`config.mk`:
```
export PLATFORM = sky130hd
export DESIGN_NAME = frog_round_ctrl
export DESIGN_NICKNAME = d
export VERILOG_FILES = /design/src/rtl/frog_round_ctrl_pkg.sv /design/src/rtl/frog_round_ctrl_hold_timer.sv /design/src/rtl/frog_round_ctrl.sv
export SDC_FILE = /design/constraint.sdc
export NUM_CORES = 1
export LEC_CHECK = 0
export ABC_AREA = 1
export BUFFER_PORTS_ARGS = -buffer_cell sky130_fd_sc_hd__buf_2
export CELL_PAD_IN_SITES_DETAIL_PLACEMENT = 0
export CELL_PAD_IN_SITES_GLOBAL_PLACEMENT = 1
export CORE_ASPECT_RATIO = 0.7
export CORE_UTILIZATION = 44
export CTS_CLUSTER_SIZE = 25
export DETAILED_ROUTE_END_ITERATION = 8
export GPL_TIMING_DRIVEN = 0
export PLACE_DENSITY = 0.88
export SYNTH_ARGS = -nofsm -noshare
export SYNTH_HDL_FRONTEND = slang
export SYNTH_SLANG_ARGS = --single-unit
```
`constraint.sdc`:
```
create_clock -name CIR_CLOCK_50 -period 1.88 [get_ports CIR_CLOCK_50]
set_input_delay 0.47 -clock CIR_CLOCK_50 [delete_from_list [all_inputs] [get_ports CIR_CLOCK_50]]
set_output_delay 0.47 -clock CIR_CLOCK_50 [all_outputs]
set_load 0.02 [all_outputs]
```
`src/rtl/frog_round_ctrl_pkg.sv`:
```
// Shared game-state codes and defaults for the CONTROL_RANAS controllers.
// PLAY=111 is the "game running" code the lane/frog controllers decode.
package frog_round_ctrl_pkg;

  typedef enum logic [2:0] {
    ST_IDLE    = 3'b000,
    ST_DEAD    = 3'b001,
    ST_POINT   = 3'b010,
    ST_OVER    = 3'b100,
    ST_VICTORY = 3'b110,
    ST_PLAY    = 3'b111
  } state_t;

  localparam int VIDAS_INI_DEF        = 3;
  localparam int DATAWIDTH_VIDAS_DEF  = 2;
  localparam int META_PUNTOS_DEF      = 5;
  localparam int DATAWIDTH_PUNTOS_DEF = 3;
  localparam int HOLD_CYCLES_DEF      = 50000000;
  localparam int DATAWIDTH_HOLD_DEF   = 26;

  function automatic logic is_hold(state_t s);
    return (s == ST_DEAD) || (s == ST_POINT);
  endfunction

endpackage

```
`src/rtl/frog_round_ctrl_hold_timer.sv`:
```
// Death/goal hold timer: counts while enabled, expires on the last clock.
// Cleared whenever the controller is outside a hold state.
module frog_hold_timer #(
  parameter int HOLD_CYCLES    = 50000000,
  parameter int DATAWIDTH_HOLD = 26
) (
  input  logic CIR_CLOCK_50,
  input  logic CIR_RESET,
  input  logic clear,
  input  logic enable,
  output logic expire
);

  localparam logic [DATAWIDTH_HOLD-1:0] LAST =
    DATAWIDTH_HOLD'(HOLD_CYCLES - 1);

  logic [DATAWIDTH_HOLD-1:0] cnt_q, cnt_d;

  assign expire = enable && (cnt_q == LAST);

  always_comb begin
    cnt_d = cnt_q;
    if (clear || expire)
      cnt_d = '0;
    else if (enable)
      cnt_d = cnt_q + 1'b1;
  end

  always_ff @(posedge CIR_CLOCK_50 or posedge CIR_RESET) begin
    if (CIR_RESET)
      cnt_q <= '0;
    else
      cnt_q <= cnt_d;
  end

endmodule

```
`src/rtl/frog_round_ctrl.sv`:
```
// Frogger round controller: start/lives/score FSM with death and goal holds.
// All outputs come straight from registers.
module frog_round_ctrl
  import frog_round_ctrl_pkg::*;
#(
  parameter int VIDAS_INI        = VIDAS_INI_DEF,
  parameter int DATAWIDTH_VIDAS  = DATAWIDTH_VIDAS_DEF,
  parameter int META_PUNTOS      = META_PUNTOS_DEF,
  parameter int DATAWIDTH_PUNTOS = DATAWIDTH_PUNTOS_DEF,
  parameter int HOLD_CYCLES      = HOLD_CYCLES_DEF,
  parameter int DATAWIDTH_HOLD   = DATAWIDTH_HOLD_DEF
) (
  input  logic                        CIR_CLOCK_50,
  input  logic                        CIR_RESET,
  input  logic                        CIR_START_IN,
  input  logic                        CIR_PERDIO_IN,
  input  logic                        CIR_GANO_IN,
  output logic [2:0]                  CIR_ESTADO_OUT,
  output logic [DATAWIDTH_VIDAS-1:0]  CIR_VIDAS_OUT,
  output logic [DATAWIDTH_PUNTOS-1:0] CIR_PUNTOS_OUT,
  output logic                        CIR_RANA_INI_OUT,
  output logic                        CIR_BLOQUEO_OUT
);

  localparam logic [DATAWIDTH_VIDAS-1:0] V_INI =
    DATAWIDTH_VIDAS'(VIDAS_INI);
  localparam logic [DATAWIDTH_PUNTOS-1:0] P_META =
    DATAWIDTH_PUNTOS'(META_PUNTOS);

  state_t                      state_q, state_d;
  logic [DATAWIDTH_VIDAS-1:0]  vidas_q, vidas_d;
  logic [DATAWIDTH_PUNTOS-1:0] puntos_q, puntos_d;
  logic                        rana_q, rana_d;
  logic                        bloqueo_q, bloqueo_d;
  logic                        start_prev_q, start_prev_d;
  logic                        armed_q, armed_d;
  logic                        start_edge;
  logic                        hold, expire;

  // START must be seen low once after reset before an edge counts,
  // so a button held through reset cannot launch a game.
  assign start_edge = CIR_START_IN & ~start_prev_q & armed_q;
  assign hold       = is_hold(state_q);

  frog_hold_timer #(
    .HOLD_CYCLES    (HOLD_CYCLES),
    .DATAWIDTH_HOLD (DATAWIDTH_HOLD)
  ) u_hold (
    .CIR_CLOCK_50 (CIR_CLOCK_50),
    .CIR_RESET    (CIR_RESET),
    .clear        (~hold),
    .enable       (hold),
    .expire       (expire)
  );

  always_comb begin
    state_d      = state_q;
    vidas_d      = vidas_q;
    puntos_d     = puntos_q;
    rana_d       = 1'b0;
    start_prev_d = CIR_START_IN;
    armed_d      = armed_q | ~CIR_START_IN;
    unique case (state_q)
      ST_IDLE: if (start_edge) begin
        state_d  = ST_PLAY;
        vidas_d  = V_INI;
        puntos_d = '0;
        rana_d   = 1'b1;
      end
      ST_PLAY: if (CIR_PERDIO_IN) begin
        state_d = ST_DEAD;
        if (vidas_q != '0)
          vidas_d = vidas_q - 1'b1;
      end else if (CIR_GANO_IN) begin
        state_d = ST_POINT;
        if (puntos_q < P_META)
          puntos_d = puntos_q + 1'b1;
      end
      ST_DEAD: if (expire) begin
        state_d = (vidas_q == '0) ? ST_OVER : ST_PLAY;
        rana_d  = (vidas_q != '0);
      end
      ST_POINT: if (expire) begin
        state_d = (puntos_q == P_META) ? ST_VICTORY : ST_PLAY;
        rana_d  = (puntos_q != P_META);
      end
      ST_OVER, ST_VICTORY: if (start_edge)
        state_d = ST_IDLE;
      default: state_d = ST_IDLE;
    endcase
    bloqueo_d = (state_d != ST_PLAY);
  end

  always_ff @(posedge CIR_CLOCK_50 or posedge CIR_RESET) begin
    if (CIR_RESET) begin
      state_q      <= ST_IDLE;
      vidas_q      <= V_INI;
      puntos_q     <= '0;
      rana_q       <= 1'b0;
      bloqueo_q    <= 1'b1;
      start_prev_q <= 1'b0;
      armed_q      <= 1'b0;
    end else begin
      state_q      <= state_d;
      vidas_q      <= vidas_d;
      puntos_q     <= puntos_d;
      rana_q       <= rana_d;
      bloqueo_q    <= bloqueo_d;
      start_prev_q <= start_prev_d;
      armed_q      <= armed_d;
    end
  end

  assign CIR_ESTADO_OUT   = state_q;
  assign CIR_VIDAS_OUT    = vidas_q;
  assign CIR_PUNTOS_OUT   = puntos_q;
  assign CIR_RANA_INI_OUT = rana_q;
  assign CIR_BLOQUEO_OUT  = bloqueo_q;

endmodule

```
---- Word-level counts from Yosys, hierarchy flattened ----
Cells that the tools add are included.
word-level totals
  register bits after elaboration ......... 38
  input bits .............................. 5
  output and inout port bits .............. 10
  logic and storage cells ................. 68
cells by class
  add/sub/neg operators ................... 3
  magnitude comparators ................... 1
  equal/unequal tests ..................... 15
  multiplexer cells ....................... 24
  bitwise gates (word level) .............. 6
  reductions and logical operators ........ 11
operators by type and width
  operator                                                                number
  26-bit two-way mux                                                      2
  3-bit two-way mux                                                       10
  26-bit by 1-bit adder with 26-bit output (second input constant)        1
  26-bit equality test (second input constant)                            1
  3-bit case mux with 5 select lines                                      1
  3-bit equality test (second input constant)                             4
  2-bit != test (second input constant)                                   6
  2-bit two-way mux                                                       4
  3-bit != test (second input constant)                                   2
  3-bit case mux with 2 select lines                                      1
  2-bit nonzero test                                                      3
  5-bit AND reduction                                                     1
  1-bit two-way mux                                                       4
  2-bit case mux with 2 select lines                                      1
  4-bit AND reduction                                                     1
  3-bit by 1-bit adder with 3-bit output (second input constant)          1
  3-bit by 1-bit equality test with 1-bit output (second input constant)  1
  3-bit by 2-bit equality test with 1-bit output (second input constant)  1
  3-bit zero test                                                         1
  3-bit less-than comparator (second input constant)                      1
  1-bit NOT                                                               3
  1-bit case mux with 3 select lines                                      1
  1-bit AND                                                               2
  2-bit zero test                                                         1
  5 further kinds                                                         6

---- Depth between registers and ports, before layout ----
Gate-level depths: netlist (run 1).
  depth in word-level cells ............... 6
  gate-level depth with buffers ........... 9

---- Hierarchy ----
Synthesis (run 1) repeated with hierarchy kept, for this count alone.
second synthesis, totals
  cell total of the unflattened synthesis .. 357
  area total of the unflattened synthesis .. 2474.9 µm²
modules (own cells, without submodules)
  module           times used  cells each  area each (µm²)  seq. area each (µm²)
  frog_hold_timer  1           257         1727.9           650.6
  frog_round_ctrl  1           100         747.0            304.0

---- Worst setup path before layout (run 1) ----
Ideal clock, no wire load.
  kind .................................... reg-to-reg
  start point ............................. reg u_hold.cnt_q[0]
  end point ............................... reg u_hold.cnt_q[13]
  arrival time ............................ 1.400 ns
  required time ........................... 1.761 ns
  path slack .............................. 0.361 ns
  cell stages (with the launch flop) ...... 10
  path buffers ............................ 1
  clock period less this slack ............ 1.519 ns
  cell sequence ........................... dfrtp_1 ha_1 nand3_2 inv_2 nand2_2 nor2_4 nand2_2 nand2_4 buf_12 nor2_2
on the way
  longest elaborated chain between the ends .. 4
  elaborated cells on any way between the ends .. 7
  classes of those cells .................. add/sub: 1; eq/ne: 1; mux: 2; reduce/logical: 3
RTL lines
  element                                                                                           RTL line                          RTL
  from (decl)                                                                                       frog_round_ctrl_hold_timer.sv:17  logic [DATAWIDTH_HOLD-1:0] cnt_q, cnt_d;
  from (signal assigned)                                                                            frog_round_ctrl_hold_timer.sv:33  cnt_q <= cnt_d;
  parallel branches: the longest is 4 deep, another holds 26-bit by 1-bit adder with 26-bit output  --
Parallel ways; which one is timed is not known. The select of a mux whose other input is x is not followed.
A chain may end at the register's enable or synchronous reset.

---- Worst setup path after layout (run 1) ----
  start point ............................. reg u_hold.cnt_q[0]
  end point ............................... reg u_hold.cnt_q[22]
Same word-level chain as after synthesis.

==> run metrics, run 1 <==
status=finished, final reports clean; worst rel slew slack=0.458; Hold Path Stages=1; most common cell in the synthesized netlist=nand2_1; pin count of the biggest net entering global routing=39; Die Height=62.3 um; combinational share of power=0.226; number of flops mapped to enable cells by yosys=0; Vias/cell=4.78; Die Span X=88.2 um; layout cell share with drive strength beyond 1=0.157; Worst-Skew Late Latency=300 ps; Global Route Usage Sum=0.219; HP Class=in -> reg; Slew Viols, Final=0; Worst Hold End=start_prev_q; final hold slack=312 ps; # Max-Cap Violations=0; number of global-route vias before repair=1771; Crit Path Class=reg -> reg; Period minus WS final=1750 ps; end-of-flow core utilization=0.521; final setup vio count=0; PD cells=842 nW/um^2; Post-Syn Area per Cell=7.15 sq um; Net Sw Frac=0.334; Worst setup SP type=register; first-pass GRT wire length=8.98 mm; final period utilization=0.932; Starting Density=0.468; slack of the worst reg-to-reg path=130 ps; count of cell types in the netlist=27; Worst Path Required=2070 ps; synthesized flop and latch total=38; Main synth FF type=dfrtp_1; Synthesis Warnings=0; total global routing overflow=0; worst setup margin=128 ps; CTS Hold Bufs=0; largest cells by area after synthesis=dfrtp_1, nand2_1, nor2_1; Routed Antenna Nets=0; post-synthesis sequential area ratio=0.417; internal power=1.43 mW; top cell type by total area after synthesis=dfrtp_1; clk_skew=5.65 ps; Psw=716 uW; synthesized cell area=2290 sq um; peak supply drop=0.617 mV; r2r endpoint=u_hold.cnt_q[22]; Yosys top cell area share=0.383; Clock Pin Slew Worst Setup and Hold Paths=70 ps; detailed-router iteration count before antenna repair=5; initial antenna violation count=0; Max Freq=571 MHz; I/O Buffers=14; launching point of the worst reg2reg path=u_hold.cnt_q[0]; RSZ-0062 raised after global routing=false; average wire per standard cell=12.6 um; 1st-iter DRT viols=100; Ant. Diodes=0; fin nets=351; Clock Tree Buf Depth=2; arrival time at the worst endpoint=1950 ps; TritonCTS clock tree=built; CORE AREA=4890 sq um; DRC viols=0; power share of the clock group=0.275; hpwl dp=4.06 mm; pre-CTS setup slack=20.7 ps; Detailed Route WL=5.20 mm; worst-path maximum fanout=10; Sink Count=38; vias=1971; ys async rst share=1.00; root buffer cell=clkbuf_8; Layout area overhead=11.3%; critical hold path startpoint=CIR_START_IN; Ports=15; LEAKAGE=1.16 nW; Final Hold Violating Endpoints=0; post-route design area=2550 sq um; FILL cells=500; pin slew with the least headroom to its limit=812 ps; FF+latch area=956 sq um; gp weighted congestion=0.870; footprint of the multi-input gates=1150 sq um; commonest cells in the netlist=nand2_1, nor2_1, inv_1, dfrtp_1, nand3_1; cts bufs inserted=5; Rows=21; Die ar.=5500 sq um; Setup crit end kind=register; worst r2r path cells=9; Cells after Synth=320; Placed Area=2440 sq um; post-synthesis net count=329; sequential share of power=0.500; htree depth=2
==> kinds of logic after synthesis <==
group / count (synthesis) / synth area share
AND/OR/NAND/NOR: 212 / 0.410
buffers and inverters: 42 / 0.0793
flip-flops: 38 / 0.417
AO/OA/AOI/OAI: 13 / 0.0295
XOR/XNOR: 11 / 0.0421
adder cells (fa/ha/maj): 4 / 0.0219
==> worst max path at each step <==
| stage | start | endpoint | depth (start not counted) |
|---|---|---|---|
| detailed placement | u_hold.cnt_q[0] | u_hold.cnt_q[15] | 9 |
| floorplan | u_hold.cnt_q[0] | u_hold.cnt_q[13] | 9 |
| finish | u_hold.cnt_q[0] | u_hold.cnt_q[22] | 9 |
| CTS | u_hold.cnt_q[0] | u_hold.cnt_q[17] | 9 |
| global placement | CIR_RESET | u_hold.cnt_q[4] | 2 |
| global route | u_hold.cnt_q[0] | u_hold.cnt_q[14] | 9 |
==> metal layers <==
metal	routed length [um]	up-vias	global-route usage
met5	0	-	0
met4	72	0	0.0665
met3	232	8	0.0479
met2	1900	33	0.262
met1	2990	895	0.373
li1	-	1035	-
==> area by class of cell <==
| cell class | instances | area share |
|---|---|---|
| multi-input combinational | 240 | 0.453 |
| sequential | 38 | 0.375 |
| inverter | 40 | 0.0590 |
| clock buffer | 7 | 0.0339 |
| tap | 69 | 0.0339 |
| timing repair buffer | 15 | 0.0305 |
| buffer | 2 | 0.0123 |
| clock inverter | 1 | 0.00197 |
==> through the flow <==
step	power (mW)	std cells	setup TNS, ps
after floorplan	1.43	320	0
after global placement	1.55	403	-1330
after detailed placement	1.56	403	0
after CTS	2.15	411	0
after global routing	2.29	412	0
final	2.14	412	0
==> flip-flops by register name, summed over array words and instances, names as in the netlist <==
register,count
CIR_RANA_INI_OUT,1
CIR_PUNTOS_OUT,3
start_prev_q,1
CIR_BLOQUEO_OUT,1
CIR_VIDAS_OUT,2
u_hold.cnt_q,26
CIR_ESTADO_OUT,3
armed_q,1
==> what timing repair did <==
action	4_1_cts	5_1_grt
endpoints found under the hold margin	0	0
gates resized for setup	0	2
setup buffers	0	1
setup endpoints to repair	0	23
==> cell usage in the layout, fill, tap and decap left out, drive strengths merged, types with 7 or more instances in the layout <==
cell type  instances
dfrtp             35
clkbuf             7
xor2               7
nor3               8
nor2              78
nand2             92
nand3             27
o21ai              7
buf               17
inv               40
==> power groups by stage <==
stage	logic [mW]	registers (mW)	clock network, mW
floorplan	0.336	1.09	0
global placement	0.470	1.08	0
detailed placement	0.478	1.08	0
CTS	0.479	1.07	0.603
global route	0.552	1.09	0.642
finish	0.484	1.07	0.589
==> worst max-delay path: stages (launching register included) <==
cell     delay (ps)
dfrtp_2         440
ha_2            260
nand3_2         170
inv_2           150
nand2_2          70
nor2_4          110
nand2_2          80
nand2_4         140
buf_6           160
nor2_1           50
(Power assumes the default switching activity.)
==> inputs of run 2 (changes only) <==
Settings changed: REMOVE_ABC_BUFFERS set to 1.
==> run metrics, run 2 (synthesized netlist as in run 1, its figures left out) <==
status=finished, final reports clean; average wire per standard cell=12.4 um (-2.0%); DRC viols=0 (unchanged); cts bufs inserted=5 (unchanged); Setup crit end=u_hold.cnt_q[20]; FILL cells=518 (+3.6%); arrival time at the worst endpoint=1860 ps (-90 ps); Routed Antenna Nets=0 (unchanged); most common cell after layout, fill and taps aside=nand2_1; Clock Tree Buf Depth=2 (unchanged); Sink Count=38 (unchanged); vias=1971 (unchanged); Rows=21 (unchanged); Hold Path Stages=1 (unchanged); Layout area overhead=10.8%; Final Hold Violating Endpoints=0 (unchanged); Slew Viols, Final=0 (unchanged); Total Power=2.24 mW (+4.3%); pre-CTS setup slack=1.05 ps (-19.6 ps); end-of-flow core utilization=0.518 (-0.00256); Crit Path Class=reg -> reg; initial antenna violation count=0 (unchanged); largest reg by FF count=u_hold.cnt_q; Setup crit end kind=register; gp weighted congestion=0.896 (+3.0%); Ports=15 (unchanged); worst setup path startpoint=u_hold.cnt_q[0]; worst rel slew slack=0.461 (+0.00343); CORE AREA=4890 sq um (unchanged); slack of the worst reg-to-reg path=200 ps (+70 ps); Clock Pin Slew Worst Setup and Hold Paths=70 ps (about the same); final period utilization=0.895 (-0.0365); Die ar.=5500 sq um (unchanged); post-route design area=2530 sq um (-0.49%); Die Span X=88.2 um (unchanged); launching point of the worst reg2reg path=u_hold.cnt_q[0]; Worst-Skew Late Latency=300 ps (about the same); r2r endpoint=u_hold.cnt_q[20]; Period minus WS final=1680 ps (-68.6 ps); # Max-Cap Violations=0 (unchanged); layout cell share with drive strength beyond 1=0.153 (-0.00449); worst setup margin=197 ps (+68.6 ps); final hold slack=313 ps (+1.20 ps); HP Class=in -> reg; CTS Hold Bufs=0 (unchanged); Worst Path Required=2060 ps (about the same); worst r2r path cells=8 (-1); Placed Area=2410 sq um (-1.3%); number of global-route vias before repair=1816 (+2.5%); Max Freq=594 MHz (+4.1%); worst-path maximum fanout=26 (+16); root buffer cell=clkbuf_8; number of flip-flops in the largest register=26 (unchanged); LEAKAGE=1.15 nW (-0.72%); detailed-router iteration count before antenna repair=4 (-1); TritonCTS clock tree=built; most frequent cells in the layout=nand2_1, nor2_1, inv_1; total global routing overflow=0 (unchanged); Global Route Usage Sum=0.210 (-0.00935); 1st-iter DRT viols=144 (+44%); I/O Buffers=14 (unchanged); Die Height=62.3 um (unchanged); first-pass GRT wire length=8.80 mm (-2.0%); PD cells=883 nW/um^2 (+4.8%); clk_skew=7.27 ps (+1.63 ps); setup TNS=0 ps (unchanged); htree depth=2 (unchanged); hpwl dp=3.85 mm (-5.1%); Vias/cell=4.82 (+0.73%); fin cells=409 (-0.73%); Worst setup SP type=register; pin count of the biggest net entering global routing=39 (unchanged); postcts setup bufs=0 (unchanged); peak supply drop=0.440 mV (-29%); pin slew with the least headroom to its limit=807 ps (-5.14 ps); Ant. Diodes=0 (unchanged); Detailed Route WL=5.06 mm (-2.7%); final setup vio count=0 (unchanged); Starting Density=0.468 (unchanged); Post-Place Cells=401 (-0.50%); RSZ-0062 raised after global routing=false; fin nets=348 (-0.85%)
## run 2: worst max-delay path: stages, from the launching register on
cell     delay [ps]
dfrtp_2         440
ha_2            250
nand3_2         150
inv_2           140
nand2_2          70
nor2_4          120
nand2_2         100
nand2_8         200
nor2_1           80
## run 2: final cells by class
type / count / area (sq um) / share of cell area
Inverter: 40 / 150 / 0.0593
Timing Repair Buffer: 14 / 70.1 / 0.0277
Clock buffer: 5 / 68.8 / 0.0272
Clock inverter: 3 / 40.0 / 0.0158
Multi-Input combinational cell: 240 / 1160 / 0.459
Sequential cell: 38 / 956 / 0.377
Tap cell: 69 / 86.3 / 0.0341
## run 2: how the worst min path moves through the flow
stage	from	end	slack, ps
CTS	CIR_START_IN	start_prev_q	310
detailed placement	armed_q	armed_q	440
global placement	armed_q	armed_q	440
finish	CIR_START_IN	start_prev_q	310
global route	CIR_START_IN	start_prev_q	310
floorplan	armed_q	armed_q	430
## run 2: timing repair
item / CTS / global route
resized for setup: 1 / 2
cloned: 0 / 0
endpoints found under the setup margin: 11 / 22
## run 2: per-layer routing
layer | vias to the layer above | global-route usage | wire (um)
met1 | 904 | 0.343 | 2790
met2 | 34 | 0.272 | 1940
met4 | 0 | 0.0524 | 43
met5 | - | 0 | 0
li1 | 1028 | - | -
met3 | 5 | 0.0452 | 289
## run 2: report_power, final
group	switching [mW]	internal [mW]
clock	0.295	0.390
combinational	0.290	0.186
sequential	0.133	0.942
total	0.719	1.52
==> inputs of run 3 (changes only) <==
Settings changed: ABC_AREA 1 to not set, BUFFER_PORTS_ARGS -buffer_cell sky130_fd_sc_hd__buf_2 to -buffer_cell sky130_fd_sc_hd__clkbuf_2, CORE_UTILIZATION 44 to 46, PLACE_DENSITY 0.88 to 0.87.
==> run metrics, run 3 <==
status=finished, final reports clean; r2r endpoint=CIR_ESTADO_OUT[0]; Starting Density=0.487 (+0.0192); top cell type by total area after synthesis=dfrtp_1; final period utilization=0.945 (+0.0492); Final Hold Violating Endpoints=0 (unchanged); number of global-route vias before repair=1337 (-26%); average wire per standard cell=12.7 um (+2.3%); Max Freq=563 MHz (-5.2%); final setup vio count=0 (unchanged); final hold slack=320 ps (+6.28 ps); pre-CTS setup slack=-286 ps (-287 ps); most common cell in the synthesized netlist=nor2_1; synthesized flop and latch total=38 (unchanged); clk_skew=7.70 ps (+0.424 ps); power share of the clock group=0.261 (-0.046); Net Sw Frac=0.330 (+0.00845); Routed Antenna Nets=0 (unchanged); TritonCTS clock tree=built; Sink Count=38 (unchanged); htree depth=2 (unchanged); Slew Viols, Final=0 (unchanged); adder-cell area share of the yosys netlist=0.0259 (+0.00399); Placed Area=2030 sq um (-16%); DRC viols=0 (unchanged); combinational share of power=0.228 (+0.015); root buffer cell=clkbuf_8; Rows=19 (-9.5%); Ant. Diodes=0 (unchanged); Detailed Route WL=3.52 mm (-30%); Period minus WS final=1780 ps (+92.5 ps); Setup crit end kind=register; mux share of post-synthesis cell area=0 (unchanged); worst setup margin=104 ps (-92.5 ps); worst r2r path cells=7 (-1); Yosys top cell area share=0.453 (+0.0698); largest family of logic cells by synthesized area=simple AND/OR/NAND/NOR gates; Die Height=56.3 um (-9.7%); I/O Buffers=14 (unchanged); layout cell share with drive strength beyond 1=0.226 (+0.0727); number of flops mapped to enable cells by yosys=0 (unchanged); Global Route Usage Sum=0.180 (-0.0292); Clock Tree Buf Depth=2 (unchanged); gp weighted congestion=0.768 (-14%); ys async rst share=1.00 (unchanged); Worst Path Required=2040 ps (-20 ps); simple-gate share of the synthesized area=0.273 (-0.137); largest reg by FF count=u_hold.cnt_q; arrival time at the worst endpoint=1940 ps (+80 ps); Total Power=1.96 mW (-12%); number of flip-flops in the largest register=26 (unchanged); detailed-router iteration count before antenna repair=4 (unchanged); vias=1449 (-26%); synthesized cell area=1930 sq um (-15%); LEAKAGE=0.926 nW (-20%); peak supply drop=0.488 mV (+11%); post-synthesis sequential area ratio=0.494 (+0.0761); commonest cells in the netlist=nor2_1, dfrtp_1, xnor2_1, nand2_1, nand3_1; PD cells=869 nW/um^2 (-1.6%); first-pass GRT wire length=6.17 mm (-30%); internal power=1.31 mW (-14%); Layout area overhead=16.6%; slack of the worst reg-to-reg path=100 ps (-90 ps); Psw=646 uW (-10%); hpwl dp=2.26 mm (-41%); pin count of the biggest net entering global routing=39 (unchanged); largest cells by area after synthesis=dfrtp_1, xnor2_1, nor2_1; cts bufs inserted=5 (unchanged); end-of-flow core utilization=0.568 (+0.0495); launching point of the worst reg2reg path=u_hold.cnt_q[0]; Worst setup SP type=register; HP Class=in -> async; fin nets=235 (-32%); pin slew with the least headroom to its limit=788 ps (-18.8 ps); Vias/cell=5.21 (+8.2%); CORE AREA=3970 sq um (-19%); Ports=15 (unchanged); most frequent cells in the layout=nor2_1, dfrtp_1, xnor2_1; Die Span X=79.5 um (-9.8%); Main synth FF type=dfrtp_1; 1st-iter DRT viols=60 (-58%); sequential share of power=0.510 (+0.029); post-route design area=2250 sq um (-11%); # Max-Cap Violations=0 (unchanged); Crit Path Class=reg -> reg; Compound-Gate Fraction of Synth Area=0.0550 (+0.0254); Worst-Skew Late Latency=280 ps (-20 ps); xor and xnor area share after synthesis=0.113 (+0.0711); worst rel slew slack=0.474 (+0.0126); Synthesis Warnings=0 (unchanged); Post-Syn Area per Cell=9.67 sq um (+35%); Die ar.=4470 sq um (-19%); total global routing overflow=0 (unchanged); initial antenna violation count=0 (unchanged); worst-path maximum fanout=4 (-85%); most common cell after layout, fill and taps aside=nor2_1; count of cell types in the netlist=36 (+33%); Cells after Synth=200 (-38%); Clock Pin Slew Worst Setup and Hold Paths=70 ps (about the same)
==> run 3: cell types whose count changed in the layout (fill, tap and decap cells not counted), moves of 3 or more <==
cell,change
buf_4,+11
clkbuf_2,+14
nand2b_1,+4
xnor2_1,+14
inv_1,-29
nand2_1,-78
nor2_1,-24
buf_2,-14
nand3_1,-14
and4_1,+3
nor2_2,-13
==> run 3: power groups by stage <==
stage / Sequential (mW) / Clock [mW] / Combinational [mW]
6_report: 1.00 / 0.511 / 0.447
5_1_grt: 1.01 / 0.563 / 0.501
4_1_cts: 0.998 / 0.535 / 0.439
3_5_place_dp: 1.01 / 0 / 0.424
3_3_place_gp: 1.01 / 0 / 0.420
2_1_floorplan: 1.06 / 0 / 0.228
==> run 3: area by class of cell <==
type                    instances  area [sq um]
clock buffers                   7          76.3
fillers                       360          1720
inverters                      10          37.5
repair buffers                 25           153
well taps                      52          65.1
flip-flops and latches         38           958
multi-input cells             146           965
==> run 3: through the flow <==
step                setup TNS, ps  instances
floorplan                       0        194
global placement            -7250        260
finish                          0        278
CTS                             0        269
global route                -1.74        278
detailed placement          -7190        260
==> run 3: cells by family after synthesis <==
kind of cell    after synthesis
flops                        38
fa+ha+maj                     4
simple gates                100
xor+xnor                     25
compound gates               17
buf+inv                      16
==> run 3: what timing repair did <==
action	CTS	global route
resized for setup	4	13
hold buffers	0	0
setup endpoints to repair	28	29
pin swaps	2	8
gates cloned	0	0
buffers inserted	2	9
==> run 3: worst max-delay path by stage <==
stage                   endpoint             start  slack, ps  cells past startpoint
5_1_grt        CIR_ESTADO_OUT[0]  u_hold.cnt_q[16]         -2                      6
4_1_cts        CIR_ESTADO_OUT[0]   u_hold.cnt_q[0]          1                      7
6_report       CIR_ESTADO_OUT[0]   u_hold.cnt_q[0]        100                      7
3_3_place_gp    u_hold.cnt_q[21]   u_hold.cnt_q[0]       -270                      6
3_5_place_dp    u_hold.cnt_q[13]   u_hold.cnt_q[0]       -290                      6
2_1_floorplan  CIR_ESTADO_OUT[0]   u_hold.cnt_q[0]          6                      6
==> run 3: layer usage <==
metal / global-route usage / wire length [um] / up-vias
li1: - / - / 729
met1: 0.275 / 1850 / 690
met2: 0.244 / 1500 / 30
met3: 0.0488 / 172 / 0
met4: 0.0623 / 0 / 0
met5: 0 / 0 / -
==> run 3: critical path, stage by stage (launching register included) <==
cell and delay (ps):
dfrtp_1 400, ha_2 200, and3_4 200, nand2_2 80, nor4_4 60, buf_4 140, and4bb_2 220, or3_1 360
